`config.mk`:
```
export PLATFORM = sky130hd
export DESIGN_NAME = certificate_chain_sequencer
export DESIGN_NICKNAME = d
export VERILOG_FILES = /design/src/rtl/certificate_chain_sequencer_pkg.sv /design/src/rtl/certificate_chain_sequencer_cert_cmp.sv /design/src/rtl/certificate_chain_sequencer.sv
export SDC_FILE = /design/constraint.sdc
export NUM_CORES = 1
export LEC_CHECK = 0
export CAP_MARGIN = 20
export CORE_MARGIN = 1.5
export CORE_UTILIZATION = 40
export CTS_CLUSTER_SIZE = 10
export DETAILED_ROUTE_END_ITERATION = 6
export DONT_BUFFER_PORTS = 1
export SYNTH_ARGS = -nofsm -noshare
export SYNTH_HDL_FRONTEND = slang
export SYNTH_SLANG_ARGS = --single-unit
```
`constraint.sdc`:
```
create_clock -name clk -period 2.8 [get_ports clk]
set_input_delay 0.56 -clock clk [delete_from_list [all_inputs] [get_ports clk]]
set_output_delay 0.56 -clock clk [all_outputs]
set_load 0.02 [all_outputs]
```
`src/rtl/certificate_chain_sequencer_pkg.sv`:
```
// Shared types, result codes and the provisioned certificate constants for the
// certificate-chain sequencer and its compare stage.
package certificate_chain_sequencer_pkg;

  // Payload is the message length with the header fields stripped off.
  localparam int unsigned MSG_LEN                 = 128;
  localparam int unsigned SIZE_OF_HEADER_VARS     = 8;
  localparam int unsigned SIZE_OF_HEADER_IN_BYTES = 8;
  localparam int unsigned CERT_PAYLOAD_W          =
      MSG_LEN - (SIZE_OF_HEADER_VARS * SIZE_OF_HEADER_IN_BYTES);

  typedef enum logic [2:0] {
    StIdle,
    StWait,
    StCmp,
    StChk,
    StDone
  } state_e;

  typedef enum logic [1:0] {
    ErrNone    = 2'd0,
    ErrBadCert = 2'd1,
    ErrBadSlot = 2'd2,
    ErrTimeout = 2'd3
  } err_code_e;

  localparam logic [1:0] SLOT_INVALID = 2'd3;

  localparam logic [7:0] SLOT0_NUM_CERTS = 8'd6;
  localparam logic [7:0] SLOT1_NUM_CERTS = 8'd4;
  localparam logic [7:0] SLOT2_NUM_CERTS = 8'd5;

  localparam logic [CERT_PAYLOAD_W-1:0] SLOT0_CERT1 = 64'h3C8A_11F0_0A01_5E71;
  localparam logic [CERT_PAYLOAD_W-1:0] SLOT0_CERT2 = 64'h7D20_94B3_0A02_C1D8;
  localparam logic [CERT_PAYLOAD_W-1:0] SLOT0_CERT3 = 64'hA4E6_2F19_0A03_7B02;
  localparam logic [CERT_PAYLOAD_W-1:0] SLOT0_CERT4 = 64'h19B7_C35D_0A04_E6A9;
  localparam logic [CERT_PAYLOAD_W-1:0] SLOT0_CERT5 = 64'hE0F2_6A88_0A05_3D14;
  localparam logic [CERT_PAYLOAD_W-1:0] SLOT0_CERT6 = 64'h5B61_D7C4_0A06_92FB;
  localparam logic [CERT_PAYLOAD_W-1:0] SLOT1_CERT1 = 64'h8C13_4E7A_1B01_0F63;
  localparam logic [CERT_PAYLOAD_W-1:0] SLOT1_CERT2 = 64'h2F95_B061_1B02_A8DE;
  localparam logic [CERT_PAYLOAD_W-1:0] SLOT1_CERT3 = 64'hD471_39C2_1B03_6B35;
  localparam logic [CERT_PAYLOAD_W-1:0] SLOT1_CERT4 = 64'h6AD8_E21F_1B04_F490;
  localparam logic [CERT_PAYLOAD_W-1:0] SLOT2_CERT1 = 64'hB35E_0C97_2C01_8A2D;
  localparam logic [CERT_PAYLOAD_W-1:0] SLOT2_CERT2 = 64'h41C9_7FA6_2C02_1E7C;
  localparam logic [CERT_PAYLOAD_W-1:0] SLOT2_CERT3 = 64'hF70B_A45E_2C03_D3C1;
  localparam logic [CERT_PAYLOAD_W-1:0] SLOT2_CERT4 = 64'h0E66_581B_2C04_6F58;
  localparam logic [CERT_PAYLOAD_W-1:0] SLOT2_CERT5 = 64'h9AA2_E3D0_2C05_B7E6;

  typedef struct packed {
    logic                      hit;
    logic [CERT_PAYLOAD_W-1:0] value;
  } cert_lookup_t;

  // Number of certificates provisioned for a slot; 0 for the invalid slot.
  function automatic logic [7:0] num_certs(input logic [1:0] slot);
    logic [7:0] n;
    case (slot)
      2'd0:    n = SLOT0_NUM_CERTS;
      2'd1:    n = SLOT1_NUM_CERTS;
      2'd2:    n = SLOT2_NUM_CERTS;
      default: n = 8'd0;
    endcase
    return n;
  endfunction

  // Reference certificate for (slot, index); hit is low when none is provisioned.
  function automatic cert_lookup_t cert_lookup(input logic [1:0] slot, input logic [7:0] idx);
    cert_lookup_t r;
    r.hit   = 1'b1;
    r.value = '0;
    case ({slot, idx})
      {2'd0, 8'd1}: r.value = SLOT0_CERT1;
      {2'd0, 8'd2}: r.value = SLOT0_CERT2;
      {2'd0, 8'd3}: r.value = SLOT0_CERT3;
      {2'd0, 8'd4}: r.value = SLOT0_CERT4;
      {2'd0, 8'd5}: r.value = SLOT0_CERT5;
      {2'd0, 8'd6}: r.value = SLOT0_CERT6;
      {2'd1, 8'd1}: r.value = SLOT1_CERT1;
      {2'd1, 8'd2}: r.value = SLOT1_CERT2;
      {2'd1, 8'd3}: r.value = SLOT1_CERT3;
      {2'd1, 8'd4}: r.value = SLOT1_CERT4;
      {2'd2, 8'd1}: r.value = SLOT2_CERT1;
      {2'd2, 8'd2}: r.value = SLOT2_CERT2;
      {2'd2, 8'd3}: r.value = SLOT2_CERT3;
      {2'd2, 8'd4}: r.value = SLOT2_CERT4;
      {2'd2, 8'd5}: r.value = SLOT2_CERT5;
      default:      r.hit   = 1'b0;
    endcase
    return r;
  endfunction

endpackage

```
`src/rtl/certificate_chain_sequencer_cert_cmp.sv`:
```
// Compares one registered certificate chunk against the provisioned reference
// for (slot, index). Flags are registered and held low while disabled or in reset.
module certificate_compare
  import certificate_chain_sequencer_pkg::*;
#(
  parameter int unsigned PAYLOAD_W = CERT_PAYLOAD_W
) (
  input  logic                 clk_i,
  input  logic                 reset_i,
  input  logic                 enable_i,
  input  logic [1:0]           slot_i,
  input  logic [7:0]           counter_i,
  input  logic [PAYLOAD_W-1:0] payload_i,
  output logic                 valid_o,
  output logic                 error_o
);

  cert_lookup_t lk;
  logic         match;
  logic         valid_d, valid_q;
  logic         error_d, error_q;

  // Reference lookup and flag next-state; an unprovisioned index raises neither flag.
  always_comb begin
    lk      = cert_lookup(slot_i, counter_i);
    match   = lk.hit && (payload_i == PAYLOAD_W'(lk.value));
    valid_d = 1'b0;
    error_d = 1'b0;
    if (!reset_i && enable_i) begin
      valid_d = match;
      error_d = lk.hit && !match;
    end
  end

  // Flag registers; synchronous reset so they clear on the first edge.
  always_ff @(posedge clk_i) begin
    valid_q <= valid_d;
    error_q <= error_d;
  end

  assign valid_o = valid_q;
  assign error_o = error_q;

endmodule

```
`src/rtl/certificate_chain_sequencer.sv`:
```
// Walks one certificate chain for a selected slot: takes payload chunks one at a
// time, checks each against the compare stage and reports a single verdict.
module certificate_chain_sequencer
  import certificate_chain_sequencer_pkg::*;
#(
  parameter int unsigned PAYLOAD_W      = CERT_PAYLOAD_W,
  parameter int unsigned TIMEOUT_CYCLES = 1000,
  parameter int unsigned TMO_W          = 16
) (
  input  logic                 clk,
  input  logic                 Reset_n,
  input  logic                 Start,
  input  logic                 Abort,
  input  logic [1:0]           Slot,
  input  logic                 Chunk_Valid,
  input  logic [PAYLOAD_W-1:0] Chunk_Payload,
  output logic                 Chunk_Ready,
  output logic                 Busy,
  output logic [7:0]           Cert_Index,
  output logic                 Done,
  output logic                 Chain_Valid,
  output logic                 Chain_Error,
  output logic [1:0]           Err_Code
);

  localparam bit               TmoEn   = (TIMEOUT_CYCLES != 0);
  localparam logic [TMO_W-1:0] TmoLast = TmoEn ? TMO_W'(TIMEOUT_CYCLES - 1) : '0;

  state_e               state_d, state_q;
  logic [7:0]           idx_d, idx_q;
  logic [1:0]           slot_d, slot_q;
  logic [PAYLOAD_W-1:0] payload_d, payload_q;
  logic [TMO_W-1:0]     tmo_d, tmo_q;
  logic                 chain_valid_d, chain_valid_q;
  logic                 chain_error_d, chain_error_q;
  err_code_e            err_d, err_q;
  logic                 busy_q, ready_q, done_q;

  logic                 cmp_en, cmp_reset, cmp_valid, cmp_error;
  logic [7:0]           n_certs;

  assign cmp_en    = (state_q == StCmp) || (state_q == StChk);
  assign cmp_reset = ~Reset_n;
  assign n_certs   = num_certs(slot_q);

  certificate_compare #(
    .PAYLOAD_W (PAYLOAD_W)
  ) u_cert_cmp (
    .clk_i     (clk),
    .reset_i   (cmp_reset),
    .enable_i  (cmp_en),
    .slot_i    (slot_q),
    .counter_i (idx_q),
    .payload_i (payload_q),
    .valid_o   (cmp_valid),
    .error_o   (cmp_error)
  );

  // Next-state: FSM, index, timeout counter and sticky verdict. Abort wins over all.
  always_comb begin
    state_d       = state_q;
    idx_d         = idx_q;
    slot_d        = slot_q;
    payload_d     = payload_q;
    tmo_d         = tmo_q;
    chain_valid_d = chain_valid_q;
    chain_error_d = chain_error_q;
    err_d         = err_q;
    if (Abort && (state_q != StIdle)) begin
      state_d = StIdle;
      idx_d   = '0;
    end else begin
      unique case (state_q)
        StIdle: begin
          idx_d = '0;
          if (Start && !Abort) begin
            chain_valid_d = 1'b0;
            chain_error_d = 1'b0;
            err_d         = ErrNone;
            if (Slot != SLOT_INVALID) begin
              slot_d  = Slot;
              idx_d   = 8'd1;
              tmo_d   = '0;
              state_d = StWait;
            end else begin
              chain_error_d = 1'b1;
              err_d         = ErrBadSlot;
              state_d       = StDone;
            end
          end
        end
        StWait: begin
          if (Chunk_Valid) begin
            payload_d = Chunk_Payload;
            state_d   = StCmp;
          end else if (TmoEn && (tmo_q == TmoLast)) begin
            chain_error_d = 1'b1;
            err_d         = ErrTimeout;
            state_d       = StDone;
          end else if (TmoEn) begin
            tmo_d = tmo_q + TMO_W'(1);
          end
        end
        StCmp: begin
          state_d = StChk;
        end
        StChk: begin
          if (cmp_valid && !cmp_error && (idx_q == n_certs)) begin
            chain_valid_d = 1'b1;
            state_d       = StDone;
          end else if (cmp_valid && !cmp_error) begin
            idx_d   = idx_q + 8'd1;
            tmo_d   = '0;
            state_d = StWait;
          end else begin
            // Explicit mismatch or no reference for this index.
            chain_error_d = 1'b1;
            err_d         = ErrBadCert;
            state_d       = StDone;
          end
        end
        StDone: begin
          idx_d   = '0;
          state_d = StIdle;
        end
        default: begin
          idx_d   = '0;
          state_d = StIdle;
        end
      endcase
    end
  end

  // State and registered outputs; outputs are decoded from the next state.
  always_ff @(posedge clk or negedge Reset_n) begin
    if (!Reset_n) begin
      state_q       <= StIdle;
      idx_q         <= '0;
      slot_q        <= '0;
      payload_q     <= '0;
      tmo_q         <= '0;
      chain_valid_q <= 1'b0;
      chain_error_q <= 1'b0;
      err_q         <= ErrNone;
      busy_q        <= 1'b0;
      ready_q       <= 1'b0;
      done_q        <= 1'b0;
    end else begin
      state_q       <= state_d;
      idx_q         <= idx_d;
      slot_q        <= slot_d;
      payload_q     <= payload_d;
      tmo_q         <= tmo_d;
      chain_valid_q <= chain_valid_d;
      chain_error_q <= chain_error_d;
      err_q         <= err_d;
      busy_q        <= (state_d != StIdle);
      ready_q       <= (state_d == StWait);
      done_q        <= (state_d == StDone);
    end
  end

  assign Chunk_Ready = ready_q;
  assign Busy        = busy_q;
  assign Cert_Index  = idx_q;
  assign Done        = done_q;
  assign Chain_Valid = chain_valid_q;
  assign Chain_Error = chain_error_q;
  assign Err_Code    = err_q;

endmodule

```
# Word-level counts from Yosys, hierarchy flattened

Cells that the tools add are included.

$add $sub $neg: 2
Equal/unequal tests: 38
Mux-type cells: 41
Bitwise logic cells: 1
Reductions and logical operators: 25

Operators by type and width:

| cell                  | number |
|---|---|
| $pmux 64 s15          | 1 |
| $mux 16               | 6 |
| $eq 64x64->1          | 1 |
| $eq 10x10->1 const B  | 5 |
| $pmux 16 s3           | 1 |
| $eq 10x9->1 const B   | 4 |
| $eq 10x3->1 const B   | 3 |
| $mux 8                | 3 |
| $pmux 8 s3            | 1 |
| $mux 3                | 7 |
| $eq 10x2->1 const B   | 2 |
| $add 16x1->16 const B | 1 |
| $eq 16x10->1 const B  | 1 |
| $ne 2x2->1 const B    | 8 |
| $reduce_or 15->1      | 1 |
| $mux 2                | 6 |
| $pmux 3 s4            | 1 |
| $mux 1                | 11 |
| $eq 10x1->1 const B   | 1 |
| $pmux 3 s3            | 1 |
| $reduce_bool 3->1     | 3 |
| $add 8x1->8 const B   | 1 |
| $eq 8x8->1            | 1 |
| $reduce_and 4->1      | 2 |
| 22 further kinds      | 35 |

Flip-flop bits (word level): 102
Bits of input ports: 71
Word-level logic and storage cells: 120

# Depth between registers and ports, before layout

Gate-level depths: netlist of run 1.

Depth after elaboration: 8
Mapped depth: 13

# Hierarchy

Synthesis of run 1 repeated with hierarchy kept, for this count alone.

Cells, all modules: 859
Area, all modules: 7464.7 µm²

Modules (own cells, without submodules):

| module                      | instances | cells an instance | area each (µm²) |
|---|---|---|---|
| certificate_chain_sequencer | 1         | 366               | 4352.9 |
| certificate_compare         | 1         | 493               | 3111.7 |

# Worst setup path after synthesis of run 1

OpenSTA, ideal clock, no wires.

Kind: register to register
Start point: reg idx_q[0] (netlist: Cert_Index[0])
End point: reg u_cert_cmp.valid_q (netlist: u_cert_cmp.valid_o)
Library setup time: 61 ps
Arrival time: 3035 ps
Data required time: 2739 ps
Setup slack: -296 ps
Cell stages (with the launch flop): 12
Clock period less this slack: 3096 ps
Path through: dfrtp_1 inv_1 ha_1 clkbuf_1 nor2b_1 o211ai_1 o211ai_1 xnor2_1 o211ai_1 or4_1 nor4_2 and4_1

Word-level cells in the longest chain between the ends: 4
Elaborated cells on any way between the ends: 20
Classes of those cells: eq/ne (16); mux (2); reduce/logical (2)

RTL lines:

| element                                                 | line                                                                              | RTL |
|---|---|---|
| from (decl)                                             | certificate_chain_sequencer.sv:30                                                 | `logic [7:0] idx_d, idx_q;` |
| from (signal assigned)                                  | certificate_chain_sequencer.sv:150                                                | `idx_q <= idx_d;` |
| $eq 10x10->1 (tied with other cells)                    | certificate_chain_sequencer_pkg.sv:71                                             | `case ({slot, idx})` |
| $pmux 64 s15 / $reduce_or 15->1 (equally long branches) | --                                                                                |  |
| $eq 64x64->1 / $mux 1 (equally long branches)           | certificate_chain_sequencer_cert_cmp.sv:26, certificate_chain_sequencer_pkg.sv:71 |  |
| $logic_and 1x1->1 (*)                                   | certificate_chain_sequencer_cert_cmp.sv:26                                        | `match = lk.hit && (payload_i == PAYLOAD_W'(lk.value));` |
| to (signal assigned)                                    | certificate_chain_sequencer_cert_cmp.sv:37                                        | `valid_q <= valid_d;` |
| to (decl)                                               | certificate_chain_sequencer_cert_cmp.sv:20                                        | `logic valid_d, valid_q;` |

Every way passes the cells marked *; elsewhere a longest branch is shown, timed or not.
A chain may end at the register's enable or synchronous reset.

# Final worst setup path of run 1

Same ends and word-level chain as after synthesis.

==> metrics, run 1 <==
Max-slew headroom=between 60% and 70%; Layout area overhead=39.6%; total wire length=25.9 mm; vias per cell=around 6; layout cell share with drive strength beyond 1=between 40% and 50%; min Tclk post-route=3.03 ns; initial antenna violation count=0; # IOs=86; Fin. Hold Viols=100; startpoint types=flip-flop; Synthesized Nets=840; Max Slew Vio Count=0; utilization after layout=57.7%; GRT overflow=0; setup TNS=-0.419 ns; crit path kind=flip-flop to flip-flop; critical path endpoint category=flip-flop; most area-hungry cell type in the Yosys netlist=dfrtp_1; 1st-iter DRT viols=531; clock sink count=102; routed vias=~7000; Power, Total=approximately 8.3 mW; CTS tree=yes; Netlist cell types=a little under 80; per-cell routed wire length=22.1 um; crit share post-route=108%; non-filler cells, final=1175; chip height=around 130 um; Final HPWL DP=between 15 and 20 mm; Clock Tree Buf Depth=2; run status=finished, violations left; Clock Skew=0.0138 ns; hold_ws=-0.119 ns; area share of the largest cell type after synthesis=a little over a third; fraction of registers with async set/reset=98.0%; global-route wire length before repair=a little under 40 mm; crit path setup slack, layout=-0.230 ns; Commonest cells post-synth=100 x dfrtp_1, 67 x mux2_2, 58 x nor2_1, 48 x nand2_1, 37 x o21ai_0; # DRC=0; max-cap viol count=0; H-Tree Depth=3; standard-cell rows=47; Core Region=approximately 17000 um^2; Yosys reg bits=102; crit path max fanout=9; DR pass1 iterations=5; RSZ-0062 raised after global routing=true; Critical Path AT=3.35 ns; number of routed nets with antenna violations=0; Reg clk slew, reported paths=0.08 ns; number of synthesized flops with an enable pin=0; post-synthesis cell count=764; final setup fails=2; CP Data Required Time=3.12 ns; pwr/cell area=860 nW/um^2; Starting Density=41.3%; Final Instance Area=9670 um^2; Worst Tran Pin Value=approximately 0.52 ns; Filler cells=1536; placed instance area=8610 um^2; YS warnings=0; Antenna Cells=0; All-Layer GR Usage=between 20% and 30%; most numerous cell in the Yosys netlist=dfrtp_1; Clk Latency, worst-skew pair=0.37 ns; port bufs=0; violated checks=negative hold slack, negative setup slack; Die Wd=135 um; area of the die=18100 um^2; HP Class=input port to asynchronous set/reset pin; syn avg cell area=~9 um^2; DP Worst Slack=-0.518 ns; vias in the first global route=6877; cell count after placement=1130; Pleak=4.01 nW; gpl congestion=0.970; top post-synthesis cells by area=dfrtp_1 36%, mux2_2 11%, nor2_1 3.1%; sequential area share after synthesis=36.7%; Max VDD drop=0.000531 V; fmax=0.330 GHz; layout net count=1027; Post-Syn Area=6920 um^2; total CTS buffers=9; CTS root buffer=clkbuf_16; top_reg_cell synth=dfrtp_1; pin count of the biggest net entering global routing=102
[cell usage in the layout (no fill, tap or decap), drive strengths merged, types with 5 or more instances in the layout]
cell	instances
mux2i	12
a21o	7
and3	10
or2	8
a21oi	31
o31ai	13
o211ai	17
nor3	30
o32ai	9
or3	17
dfrtp	100
nand4	17
mux2	67
xor2	13
o22ai	7
ha	5
nor4	15
nand2b	10
nand2	48
buf	225
nor2b	17
a31oi	7
a2111oi	5
clkbuf	9
or4	7
nor2	59
o221ai	8
a211oi	7
nand3	22
xnor2	17
o21ai	40
inv	27
[final timing paths]
kind	startpoint	to	slack [ns]	cells after the start
max in group asynchronous	Reset_n	Cert_Index[4]$_DFFE_PN0P_	2.75	0
hold / removal	Reset_n	tmo_q[15]$_DFFE_PN0P_	-0.12	0
setup reg to reg	Cert_Index[0]$_DFFE_PN0P_	u_cert_cmp.valid_o$_SDFF_PN0_	-0.23	12
setup / recovery	Cert_Index[0]$_DFFE_PN0P_	u_cert_cmp.valid_o$_SDFF_PN0_	-0.23	12
hold reg to reg	payload_q[20]$_DFFE_PN0P_	payload_q[20]$_DFFE_PN0P_	0.51	1
min in group clk	Abort	Cert_Index[1]$_DFFE_PN0P_	0.25	1
[metal layers]
metal  routed length, um  track usage [%]
met4                 612             8.06
met2               11500             43.0
met5                   0                0
met1               11700             40.2
met3                2110             7.92
[repair_timing]
item                                    4_1_cts  5_1_grt
endpoints found under the setup margin       18       18
pin swaps                                    14       31
hold endpoints to repair                    100      100
resized for setup                            26       77
buffers inserted                             13       18
[cells by family (layout without fill, tap and decap cells)]
logic type / count (synthesis) / in the layout / share of synthesized area (%)
compound gates: 201 / 201 / 20.4
xor+xnor: 30 / 30 / 3.79
fa+ha+maj: 5 / 5 / 0.904
buf+inv: 74 / 265 / 4.39
flops: 102 / 102 / 36.7
mux: 79 / 79 / 12.6
simple gates: 273 / 273 / 21.2
[flip-flops by register name, summed over array words and instances (netlist names)]
name and flops:
Chain_Valid 1, Chunk_Ready 1, tmo_q 16, u_cert_cmp.valid_o 1, Busy 1, Chain_Error 1
Done 1, u_cert_cmp.error_o 1, Err_Code 2, Cert_Index 8, slot_q 2, payload_q 64
state_q 3
[power by group]
| group | leakage, nW | total [mW] | switching (mW) | internal [mW] |
|---|---|---|---|---|
| Clock | 0.130 | 1.23 | 0.618 | 0.613 |
| Sequential | 1.26 | 2.72 | 0.635 | 2.09 |
| Combinational | 2.62 | 4.36 | 2.25 | 2.12 |
| Total | 4.01 | 8.32 | 3.50 | 4.81 |
[worst max-delay path: stages (launching register included)]
cell and delay (ns):
dfrtp_2 0.47, buf_4 0.16, ha_4 0.20, buf_4 0.15, mux2i_4 0.24, a211oi_2 0.15
a2111oi_4 0.41, buf_4 0.19, xnor2_1 0.08, a2111oi_2 0.27, nand3_2 0.14, nor4_4 0.31
and4_1 0.20
[layout make-up]
| type | instances | area [um^2] | share of cell area, % |
|---|---|---|---|
| clock buffers | 9 | 225 | 2.33 |
| multi-input cells | 588 | 4580 | 47.4 |
| repair buffers | 225 | 1880 | 19.5 |
| inverters | 25 | 100 | 1.04 |
| well taps | 220 | 275 | 2.85 |
| clock inverters | 6 | 52.6 | 0.544 |
| flip-flops and latches | 102 | 2550 | 26.4 |
(Power assumes the default switching activity.)
==> run 2, diff against run 1 <==
- HOLD_SLACK_MARGIN: unset -> 0.12
==> results of run 2 <==
Same layout as run 1: the final DEF is identical, and so are final timing and power.
==> run 3, diff against run 2 <==
- CORE_UTILIZATION: 40 -> 35
==> run 3 against run 2 <==
  * The run still ends with negative hold slack, negative setup slack left
  * Hold slack gained 0.0044 ns
  * Setup slack lost 0.0038 ns
  * Fmax fell by 0.12%
  * Cell count grew 4.0%
==> metrics, run 3 (synthesis gave the netlist of run 1 again) <==
DP Worst Slack=-0.422 ns (+0.0960 ns); Die Wd=144 um (+6.7%); Clk Latency, worst-skew pair=0.36 ns (about the same); gpl congestion=0.961 (-0.96%); final setup fails=2 (unchanged); HP Class=input port to asynchronous set/reset pin; Layout area overhead=39.3%; Critical Path AT=3.35 ns (about the same); startpoint types=flip-flop; total wire length=26.1 mm (+0.70%); commonest non-fill, non-tap cell in the layout=buf_4; routed vias=7052 (-1.1%); port bufs=0 (unchanged); utilization after layout=49.6% (-8.1 points); Comb power frac=51.2% (-1.3 points); CTS tree=yes; All-Layer GR Usage=25.7% (-2.9 points); worst path buffer plus inverter count=2 (-1); Fin. Hold Viols=100 (unchanged); RSZ-0062 raised after global routing=true; vias in the first global route=6798 (-1.1%); min Tclk post-route=3.03 ns (+0.00376 ns); CP Data Required Time=3.11 ns (about the same); most frequent cells in the layout=211 x buf_4, 95 x dfrtp_1, 67 x mux2_2; fmax=0.330 GHz (-0.12%); GRT overflow=0 (unchanged); crit share post-route=108% (+0.13 points); Top delay family on crit path=simple AND/OR/NAND/NOR gates; pwr/cell area=877 nW/um^2 (+1.9%); Worst Tran Pin Value=0.722 ns (+0.198 ns); initial antenna violation count=0 (unchanged); Clock Tree Buf Depth=2 (unchanged); Clock Skew=0.00603 ns (-0.00778 ns); violated checks=negative hold slack, negative setup slack; total CTS buffers=9 (unchanged); Max VDD drop=0.000447 V (-16%); Critical-path top delay cell=or4_4; max reg flops=64 (unchanged); global-route wire length before repair=39.6 mm (+0.74%); layout net count=1028 (+0.097%); Pint=4.94 mW (+2.6%); Power, Total=8.46 mW (+1.7%); non-filler cells, final=1222 (+4.0%); switching power total=3.52 mW (+0.52%); register name with the most flops=payload_q; Reg clk slew, reported paths=0.08 ns (about the same); Pleak=3.99 nW (-0.61%); max-cap viol count=0 (unchanged); critical-path cell list=or4_4 -> buf_6 -> buf_4 -> o32ai_1 -> xnor2_1 -> o221ai_1 -> nor4_2 -> and4b_1 -> and4_1; Multi-input gate area=4550 um^2 (-0.68%); 1st-iter DRT viols=623 (+17%); DR pass1 iterations=5 (unchanged); critical path endpoint category=flip-flop; Seq pwr share=32.8% (about the same); CTS root buffer=clkbuf_16; Final HPWL DP=19.4 mm (+0.98%); run status=finished, violations left; number of routed nets with antenna violations=0 (unchanged); standard-cell rows=51 (+8.5%); crit path kind=flip-flop to flip-flop; clock sink count=102 (unchanged); layout cell share with drive strength beyond 1=41.1% (-1.0 points); pin count of the biggest net entering global routing=102 (unchanged); Filler cells=1829 (+19%); Antenna Cells=0 (unchanged); Max-slew headroom=51.7% (-13 points); Clock power frac=16.0% (+1.2 points); crit path max fanout=12 (+3); cell count after placement=1182 (+4.6%); area of the die=20600 um^2 (+14%); crit path setup slack, layout=-0.234 ns (-0.00376 ns); # IOs=86 (unchanged); Starting Density=35.6% (-5.7 points); H-Tree Depth=3 (unchanged); register area=2550 um^2 (about the same); per-cell routed wire length=21.4 um (-3.2%); switch share=41.6% (-0.49 points); delay of the slowest critical-path stage=0.64 ns (+0.17 ns); # DRC=0 (unchanged); Core Region=19500 um^2 (+16%); Max Slew Vio Count=0 (unchanged); chip height=144 um (+6.7%); hold_ws=-0.115 ns (+0.00437 ns); vias per cell=5.77 (-4.9%)
-- run 3: changes by cell type in the layout (fill, tap and decap cells not counted), sizes merged --
cell,delta
bufinv,+1
clkinv,+2
clkinvlp,-2
or4,+1
-- run 3: worst paths after layout --
path	end	startpoint	slack, ns	depth (start not counted)
worst min register to register	tmo_q[0]$_DFFE_PN0P_	tmo_q[0]$_DFFE_PN0P_	0.50	1
max in group asynchronous	payload_q[62]$_DFFE_PN0P_	Reset_n	2.75	0
worst max-delay path	u_cert_cmp.valid_o$_SDFF_PN0_	Cert_Index[4]$_DFFE_PN0P_	-0.23	9
min in group clk	Cert_Index[1]$_DFFE_PN0P_	Abort	0.25	1
worst min-delay path	tmo_q[0]$_DFFE_PN0P_	Reset_n	-0.11	0
worst max register to register	u_cert_cmp.valid_o$_SDFF_PN0_	Cert_Index[4]$_DFFE_PN0P_	-0.23	9
-- run 3: through the flow --
stage	TNS, ns	cell area (um^2)
6_report	-0.416	9650
5_1_grt	-1.51	9650
4_1_cts	-0.496	9410
3_5_place_dp	-3.14	8700
3_3_place_gp	-2.83	8700
2_1_floorplan	0	7020
-- run 3: what timing repair did --
| action | in CTS | in global routing |
|---|---|---|
| resized for setup | 46 | 39 |
| buffers inserted | 20 | 3 |
| pin swaps | 25 | 15 |
| hold endpoints to repair | 100 | 100 |
| cloned | 1 | 0 |
| setup endpoints to repair | 18 | 19 |
-- run 3: per-layer routing --
metal	vias up	GRT usage, %	wire length, um
li1	3261	-	-
met3	63	5.30	2160
met1	3406	35.0	11200
met5	-	0	0
met4	0	9.72	905
met2	322	40.0	11800
-- run 3: power groups by stage --
stage	clock, mW	combinational, mW	sequential (mW)
after floorplan	0	2.31	2.53
after global placement	0	3.86	2.76
after global routing	1.45	4.62	2.86
after detailed placement	0	3.86	2.78
final	1.36	4.33	2.77
after CTS	1.39	4.04	2.76
-- run 3: area by class of cell --
type                            instances  share of cell area (%)
Clock buffer                            9                    2.33
Clock inverter                          7                   0.934
Inverter                               25                   0.999
Multi-Input combinational cell        589                    47.2
Sequential cell                       102                    26.4
Tap cell                              265                    3.44
Timing Repair Buffer                  225                    18.7
